File: src/rtl/sq_sweep_ctrl.sv
// Frequency sweep sequencer for the square-wave generator; retunes only on a square_in toggle.
// Latency: start -> freq_out/freq_upd two cycles later; square_in toggle -> retune two cycles later.
// Backpressure: none; abort (level) stops the sweep at once. SQ_SWEEP_PINGPONG_EN makes the sweep bounce until abort.
module sq_sweep_ctrl #(
    parameter int          FREQ_W  = 32,
    parameter int          DWELL_W = 24,
    parameter int unsigned F_MIN   = 1,
    parameter int unsigned F_MAX   = 12_500_000
) (
    input  logic               clk,
    input  logic               rst_n,
    input  logic               start,
    input  logic               abort,
    input  logic [FREQ_W-1:0]  f_start,
    input  logic [FREQ_W-1:0]  f_stop,
    input  logic [FREQ_W-1:0]  f_step,
    input  logic [DWELL_W-1:0] dwell,
    input  logic               square_in,
    output logic [FREQ_W-1:0]  freq_out,
    output logic               gen_rst_n,
    output logic               freq_upd,
    output logic               busy,
    output logic               done,
    output logic [15:0]        step_idx
);

    localparam logic [FREQ_W-1:0] FMIN_W = FREQ_W'(F_MIN);
    localparam logic [FREQ_W-1:0] FMAX_W = FREQ_W'(F_MAX);

    typedef enum logic [2:0] {
        S_IDLE,
        S_LOAD,
        S_DWELL,
        S_WAIT_EDGE,
        S_STEP,
        S_FINISH
    } state_t;

    state_t state, state_nxt;

    logic [FREQ_W-1:0]  cfg_start, cfg_stop, cfg_step;
    logic [DWELL_W-1:0] cfg_dwell, dwell_cnt, dwell_ld;
    logic               dir_up;
    logic               sq_q;
    logic               sq_edge;
    logic               at_end;

    logic latch_cfg, do_load, do_step, do_swap, done_nxt;

    logic [FREQ_W-1:0] start_clamped, stop_clamped;
    logic [FREQ_W:0]   sum_ext, dif_ext;
    logic [FREQ_W-1:0] freq_next;

    function automatic logic [FREQ_W-1:0] clamp_freq(input logic [FREQ_W-1:0] f);
        if (f < FMIN_W)
            return FMIN_W;
        else if (f > FMAX_W)
            return FMAX_W;
        else
            return f;
    endfunction

    assign start_clamped = clamp_freq(f_start);
    assign stop_clamped  = clamp_freq(f_stop);
    assign dwell_ld      = (cfg_dwell == '0) ? DWELL_W'(1) : cfg_dwell;
    assign sq_edge       = square_in ^ sq_q;
    assign at_end        = (freq_out == cfg_stop) || (cfg_step == '0);
    assign busy          = (state != S_IDLE);

    // Extra top bit carries the overflow (up) or borrow (down) so the stop clamp catches wraps.
    always_comb begin
        sum_ext   = {1'b0, freq_out} + {1'b0, cfg_step};
        dif_ext   = {1'b0, freq_out} - {1'b0, cfg_step};
        freq_next = cfg_stop;
        if (dir_up) begin
            if (!sum_ext[FREQ_W] && (sum_ext[FREQ_W-1:0] <= cfg_stop))
                freq_next = sum_ext[FREQ_W-1:0];
        end else begin
            if (!dif_ext[FREQ_W] && (dif_ext[FREQ_W-1:0] >= cfg_stop))
                freq_next = dif_ext[FREQ_W-1:0];
        end
    end

    always_ff @(posedge clk or negedge rst_n) begin
        if (!rst_n)
            state <= S_IDLE;
        else
            state <= state_nxt;
    end

    always_comb begin
        state_nxt = state;
        latch_cfg = 1'b0;
        do_load   = 1'b0;
        do_step   = 1'b0;
        do_swap   = 1'b0;
        case (state)
            S_IDLE: begin
                if (start) begin
                    latch_cfg = 1'b1;
                    state_nxt = S_LOAD;
                end
            end
            S_LOAD: begin
                do_load   = 1'b1;
                state_nxt = S_DWELL;
            end
            S_DWELL: begin
                if (dwell_cnt <= DWELL_W'(1))
                    state_nxt = S_WAIT_EDGE;
            end
            S_WAIT_EDGE: begin
                if (sq_edge) begin
                    if (at_end) begin
`ifdef SQ_SWEEP_PINGPONG_EN
                        do_swap   = 1'b1;
                        state_nxt = S_STEP;
`else
                        state_nxt = S_FINISH;
`endif
                    end else begin
                        state_nxt = S_STEP;
                    end
                end
            end
            S_STEP: begin
                do_step   = 1'b1;
                state_nxt = S_DWELL;
            end
            S_FINISH: begin
                state_nxt = S_IDLE;
            end
            default: begin
                state_nxt = S_IDLE;
            end
        endcase
        // Abort overrides every transition and suppresses all register actions.
        if (abort) begin
            state_nxt = S_IDLE;
            latch_cfg = 1'b0;
            do_load   = 1'b0;
            do_step   = 1'b0;
            do_swap   = 1'b0;
        end
        done_nxt = (state_nxt == S_FINISH);
    end

    always_ff @(posedge clk or negedge rst_n) begin
        if (!rst_n) begin
            cfg_start <= FMIN_W;
            cfg_stop  <= FMIN_W;
            cfg_step  <= '0;
            cfg_dwell <= '0;
            dir_up    <= 1'b1;
            dwell_cnt <= '0;
            sq_q      <= 1'b0;
            freq_out  <= FMIN_W;
            gen_rst_n <= 1'b0;
            freq_upd  <= 1'b0;
            done      <= 1'b0;
            step_idx  <= '0;
        end else begin
            sq_q     <= square_in;
            freq_upd <= 1'b0;
            done     <= done_nxt;

            if (latch_cfg) begin
                cfg_start <= start_clamped;
                cfg_stop  <= stop_clamped;
                cfg_step  <= f_step;
                cfg_dwell <= dwell;
                dir_up    <= (stop_clamped >= start_clamped);
            end

            if (do_swap) begin
                cfg_start <= cfg_stop;
                cfg_stop  <= cfg_start;
                dir_up    <= ~dir_up;
            end

            if (do_load) begin
                freq_out  <= cfg_start;
                freq_upd  <= 1'b1;
                gen_rst_n <= 1'b1;
                dwell_cnt <= dwell_ld;
                step_idx  <= '0;
            end else if (do_step) begin
                freq_out  <= freq_next;
                freq_upd  <= 1'b1;
                dwell_cnt <= dwell_ld;
                if (step_idx != 16'hFFFF)
                    step_idx <= step_idx + 16'd1;
            end else if (state == S_DWELL && !abort) begin
                dwell_cnt <= dwell_cnt - DWELL_W'(1);
            end

            if (abort || state == S_FINISH)
                gen_rst_n <= 1'b0;
        end
    end

endmodule

File: config.mk
export PLATFORM = sky130hd
export DESIGN_NAME = sq_sweep_ctrl
export DESIGN_NICKNAME = d
export VERILOG_FILES = /design/src/rtl/sq_sweep_ctrl.sv
export SDC_FILE = /design/constraint.sdc
export NUM_CORES = 1
export LEC_CHECK = 0
export CORE_AREA = 2 2 176 178
export CTS_CLUSTER_DIAMETER = 200
export DETAILED_ROUTE_END_ITERATION = 6
export DIE_AREA = 0 0 178 180
export PLACE_DENSITY = 0.78
export SYNTH_ARGS = -nofsm -noshare
export SYNTH_HDL_FRONTEND = slang
export SYNTH_SLANG_ARGS = --single-unit
File: constraint.sdc
create_clock -name clk -period 5.5 [get_ports clk]
set_input_delay 1.1 -clock clk [delete_from_list [all_inputs] [get_ports clk]]
set_output_delay 1.1 -clock clk [all_outputs]
set_load 0.05 [all_outputs]
After elaboration in Yosys (flattened, before gate mapping)
Index checks and enable logic that the tools add are counted.

storage, ports and cells
  flip-flop bits (word level) = 200
  input port bits = 125
  output and inout bits = 52

operators by class
  bitwise operators = 1
  $add $sub $neg = 4
  magnitude comparators = 8
  equality and inequality tests = 8
  reduce and logical (&&, ||, !) cells = 18
  muxes and demuxes = 33

operator list
  kind                                                                               number
  32-bit 2-to-1 mux                                                                  9
  24-bit 2-to-1 mux                                                                  4
  32-bit >= comparator                                                               2
  32-bit by 24-bit > comparator with 1-bit output, second input constant             2
  32-bit by 1-bit less-than comparator with 1-bit output, second input constant      2
  16-bit 2-to-1 mux                                                                  3
  32-bit by 32-bit adder with 33-bit output                                          1
  32-bit by 32-bit subtractor with 33-bit output                                     1
  32-bit == test                                                                     1
  32-bit less-or-equal comparator                                                    1
  32-bit logical NOT                                                                 1
  24-bit by 1-bit less-or-equal comparator with 1-bit output, second input constant  1
  24-bit logical NOT                                                                 1
  24-bit by 1-bit subtractor with 24-bit output, second input constant               1
  16-bit by 1-bit adder with 16-bit output, second input constant                    1
  16-bit != test, second input constant                                              1
  1-bit 2-to-1 mux                                                                   12
  3-bit 2-to-1 mux                                                                   4
  3-bit case mux with 4 select lines                                                 1
  3-bit == test, second input constant                                               3
  3-bit by 2-bit == test with 1-bit output, second input constant                    2
  2-bit nonzero test                                                                 3
  3-bit nonzero test                                                                 2
  3-bit by 1-bit == test with 1-bit output, second input constant                    1
  other kinds (7)                                                                    12

Logic depth before layout (Yosys ltp)
  word-level depth = 7
  depth in mapped cells = 24
  gate-level depth less buffers = 23

Least setup slack after synthesis
No wires, ideal clock.

  path type = register to register
  start point = reg freq_out[0]
  end point = reg freq_out[2]
  setup slack = 172 ps
  required time = 5374 ps
  clock period less this slack = 5328 ps
  arrival = 5202 ps
  cell stages (with the launch flop) = 24
  path through = dfstp_2 -> inv_1 -> ha_1 -> fa_1 -> and2b_1 -> o31ai_2 -> a2111oi_0 -> o31a_1 -> o31ai_4 -> o31ai_1 -> a21oi_1 -> xnor2_1 -> ha_1 -> nand4_1 -> nor4_2 -> o211a_1 -> o31a_1 -> a2111oi_4 -> a211oi_2 -> nand2b_1 -> buf_2 -> o221ai_1 -> a21oi_1 -> a221o_1

on the way
  word-level cells in the longest chain between the ends = 7

ends and longest elaborated chain
  what                                                                                                         RTL line  RTL
  start: declaration                                                                                           19        output logic [FREQ_W-1:0] freq_out,
  start signal: assignment                                                                                     182       freq_out <= cfg_start;
  start signal: assignment                                                                                     188       freq_out <= freq_next;
  32-bit by 32-bit subtractor with 33-bit output or 32-bit by 32-bit adder with 33-bit output (tied branches)  73, 72
  32-bit >= comparator (tied with other cells)                                                                 79        if (!dif_ext[FREQ_W] && (dif_ext[FREQ_W-1:0] >= cfg_stop))
  1-bit logical AND (on tied branches)                                                                         79, 76
  32-bit 2-to-1 mux (on tied branches)                                                                         79, 76
  32-bit 2-to-1 mux *                                                                                          75        if (dir_up) begin
  32-bit 2-to-1 mux *                                                                                          187       end else if (do_step) begin
  32-bit 2-to-1 mux *                                                                                          181       if (do_load) begin

Mark *: on every way between the ends. The rest lies on a longest branch, timed or not. The select of a mux whose other input is x is not followed.
A chain may end at the register's enable or synchronous reset.

Worst setup path after layout
  start point = reg freq_out[0]
  end point = reg freq_out[4]

The elaborated chain is that of the path after synthesis.

==> results.sh <==
export IMPL_status="finished, final reports clean"
export IMPL_ant_nets=0
export IMPL_finish_utilization=0.6274
export IMPL_vias=15271
export IMPL_crit_family="compound AO/OA/AOI/OAI gates"
export IMPL_final_nets=2367
export IMPL_synth_top_area_frac=0.3181
export IMPL_endpoint_kind="flop"
export IMPL_drtPass1Iterations=7
export IMPL_numPortBuffers=176
export IMPL_p_int_mw=5.382
export IMPL_synth_area_leaders="dfrtp_1, ha_1, nand2_1, o21ai_0, a21oi_1"
export IMPL_slew_headroom=0.2314
export IMPL_grt_first_pass_wirelength_um=81830
export IMPL_grt_pass1_vias=15077
export IMPL_start_kind="flop"
export IMPL_path_clk_slew_ns=0.08
export IMPL_p_sw_mw=5.613
export IMPL_cts_hold_buffers=0
export IMPL_worst_ep_arrival_time_ns=5.82
export IMPL_power_frac_clock=0.124
export IMPL_pwr_share_seq=0.198
export IMPL_power_mw=11.00
export IMPL_track_usage=0.3274
export IMPL_ys_ff_latch=200
export IMPL_cts_tree="yes"
export IMPL_wl_per_cell_um=21.15
export IMPL_fp_row_count=64
export IMPL_ys_flop_type="dfrtp_1"
export IMPL_antenna_found_initial=1
export IMPL_synthArstFlopShare=1.000
export IMPL_vdd_ir_drop_max_mv=0.3962
export IMPL_hp_start="cfg_start[29]"
export IMPL_grt_max_degree=119
export IMPL_maxSlewViolCount=0
export IMPL_yosysWarnings=0
export IMPL_post_drt_via_cell_ratio=6.140
export IMPL_power_leakage_nw=8.349
export IMPL_hold_violations=0
export IMPL_synthDistinctLibCells=90
export IMPL_drv_cap=0
export IMPL_dp_slack_ns=-0.1224
export IMPL_route_detailed_drc=0
export IMPL_chipWidth_um=178
export IMPL_timing_fmax_mhz=182.6
export IMPL_share_comb_of_total_power=0.677
export IMPL_synth_cells=1861
export IMPL_period_share=0.9956
export IMPL_setup_slack_ns=0.02400
export IMPL_die_h_um=180
export IMPL_max_stage_delay_ns=0.59
export IMPL_rr_worst_depth=22
export IMPL_initial_core_util=0.5108
export IMPL_min_path_cells=1
export IMPL_yosysTopAreaCell="dfrtp_1"
export IMPL_synth_seq_area_share=0.3249
export IMPL_path_cells="ha_1, inv_1, fa_1, o21bai_2, o2111ai_2, a211oi_2, o21ai_1, a21oi_2, nor2_1, o211ai_1, xnor2_1, inv_1, ha_1, nand4_1, nor4_4, nand2_1, o311a_2, buf_4, a21oi_4, clkbuf_16, a21oi_1, a221o_1"
export IMPL_critPathKind="reg -> reg"
export IMPL_clk_path_buf_depth=2
export IMPL_clock_latency_ns=0.47
export IMPL_min_delay_path_class="reg -> reg"
export IMPL_layout_drive_gt1_share=0.09952
export IMPL_num_io_pins=177
export IMPL_post_route_min_period_ns=5.476
export IMPL_routed_wl_um=52590
export IMPL_htreeDepth=4
export IMPL_swShare=0.5105
export IMPL_synth_commonest_cells="nand2_1, dfrtp_1, ha_1"
export IMPL_rr_startpoint="freq_out[0]"
export IMPL_whs_endpoint="cfg_start[29]"
export IMPL_cts_buffers=17
export IMPL_cts_root_buf="clkbuf_16"
export IMPL_postPlaceCellArea_sq_um=18000
export IMPL_cp_max_fo=7
export IMPL_required_ns=5.85
export IMPL_fp_coreArea_sq_um=30190
export IMPL_cts_sinks=200
export IMPL_skew_ns=0.01590
export IMPL_setup_viol=0
export IMPL_crit_buf_inv=4
export IMPL_synth_edf_count=0
export IMPL_regToRegSetupSlack_ns=0.02
export IMPL_worstMarginPinSlew_ns=1.153
export IMPL_setup_tns_ns=0
export IMPL_rsz0062_at_grt="yes"
export IMPL_die_area_sq_um=32040
export IMPL_crit_slowest_cell="dfstp_2"
export IMPL_reg2reg_to="freq_out[4]"
export IMPL_dpl_hpwl_um=40790
export IMPL_post_synth_top_count_cell="nand2_1"
export IMPL_place_gp_congestion=0.9950
export IMPL_p_per_area_nw_per_um2=580.5
export IMPL_gr_total_overflow=0
export IMPL_netlist_area_sq_um=15420
export IMPL_syn_to_final_growth_pct=22.82
export IMPL_syn_area_per_cell_sq_um=8.286
export IMPL_initialDrtViolationCount=1501
export IMPL_final_area_sq_um=18940
## sequential cells by signal (all words and copies together), names as in the netlist
signal / cells
cfg_dwell: 24
cfg_start: 32
freq_upd: 1
cfg_stop: 32
step_idx: 16
done: 1
dir_up: 1
cfg_step: 32
freq_out: 32
dwell_cnt: 24
state: 3
sq_q: 1
gen_rst_n: 1
## logic make-up after synthesis
kind of cell             synth area share
AND/OR/NAND/NOR                    0.2069
buffers and inverters             0.05039
XOR/XNOR                          0.06020
flip-flops                         0.3249
AO/OA/AOI/OAI                      0.2196
multiplexers                     0.002678
adder cells (fa/ha/maj)            0.1348
other                           0.0004870
## placed cells by master (no fill, tap or decap), types with 10 or more instances in the layout
| master | synthesis | routed |
|---|---|---|
| nand2_1 | 289 | 288 |
| dfrtp_1 | 196 | 196 |
| clkdlybuf4s50_1 | 0 | 175 |
| ha_1 | 163 | 159 |
| o21ai_0 | 155 | 144 |
| a21oi_1 | 131 | 126 |
| nor2_1 | 127 | 126 |
| inv_1 | 108 | 107 |
| buf_4 | 4 | 82 |
| xnor2_1 | 60 | 55 |
| nor4_1 | 47 | 46 |
| xor2_1 | 46 | 46 |
| nand3_1 | 40 | 40 |
| nand4_1 | 36 | 36 |
| nor3_1 | 28 | 28 |
| a21o_1 | 26 | 26 |
| o221ai_1 | 27 | 24 |
| and2_1 | 22 | 22 |
| or2_2 | 19 | 19 |
| nand2b_1 | 18 | 18 |
| a221o_1 | 18 | 18 |
| clkbuf_16 | 0 | 18 |
| a22oi_1 | 16 | 16 |
| conb_1 | 2 | 16 |
| o21ai_1 | 6 | 15 |
| nor2b_1 | 14 | 14 |
| o31ai_1 | 14 | 12 |
| o21bai_1 | 12 | 11 |
| a211oi_1 | 12 | 10 |
## power groups by stage
| stage | clock (mW) | combinational [mW] | sequential (mW) |
|---|---|---|---|
| floorplan | 0 | 4.26 | 2.47 |
| global placement | 0 | 6.78 | 2.19 |
| detailed placement | 0 | 6.84 | 2.19 |
| CTS | 1.37 | 6.93 | 2.17 |
| global route | 1.44 | 8.07 | 2.20 |
| finish | 1.37 | 7.45 | 2.18 |
## routing by layer
layer | part of all wire | track usage
met5 | 0 | 0
met4 | 0.058 | 0.1738
met1 | 0.42 | 0.4166
met3 | 0.056 | 0.04949
met2 | 0.47 | 0.5340
## worst reg2reg max path, delay by kind of cell (launching register included)
family          cells  cell delay (ns)
xor+xnor            1             0.22
fa+ha+maj           3             0.86
buf+inv             4             0.53
flops               1             0.59
simple gates        4             0.76
compound gates     10             2.40
## worst max-delay path by stage
stage	slack, ns	from	cells after the start	end
after CTS	0.02	freq_out[0]	23	freq_out[4]
final	0.02	freq_out[0]	22	freq_out[4]
after global placement	0.01	freq_out[0]	24	freq_out[2]
after global routing	-0.20	freq_out[0]	22	freq_out[16]
after floorplan	0.17	freq_out[0]	23	freq_out[2]
after detailed placement	-0.12	freq_out[0]	24	freq_out[8]
## final cells by class
| type | count | area (sq um) |
|---|---|---|
| clock buffer | 17 | 425.4 |
| sequential | 200 | 5010 |
| fill | 2628 | 11250 |
| inverter | 110 | 412.9 |
| clock inverter | 15 | 193.9 |
| multi-input combinational | 1484 | 9903 |
| tap | 396 | 495.5 |
| antenna | 1 | 2.502 |
| timing repair buffer | 264 | 2497 |
## repair_timing
item,4_1_cts,5_1_grt
endpoints found under the setup margin,26,32
buffers inserted,1,11
resized for setup,5,46
pin swaps,2,19
gates cloned,0,1
## through the flow
step | std cells | hold slack (ns)
floorplan | 1875 | 0.4390
finish | 2487 | 0.5047
CTS | 2474 | 0.5043
global route | 2487 | 0.5236
detailed placement | 2441 | 0.4770
global placement | 2441 | 0.4711
No activity file was read; power rests on OpenSTA's default activity.
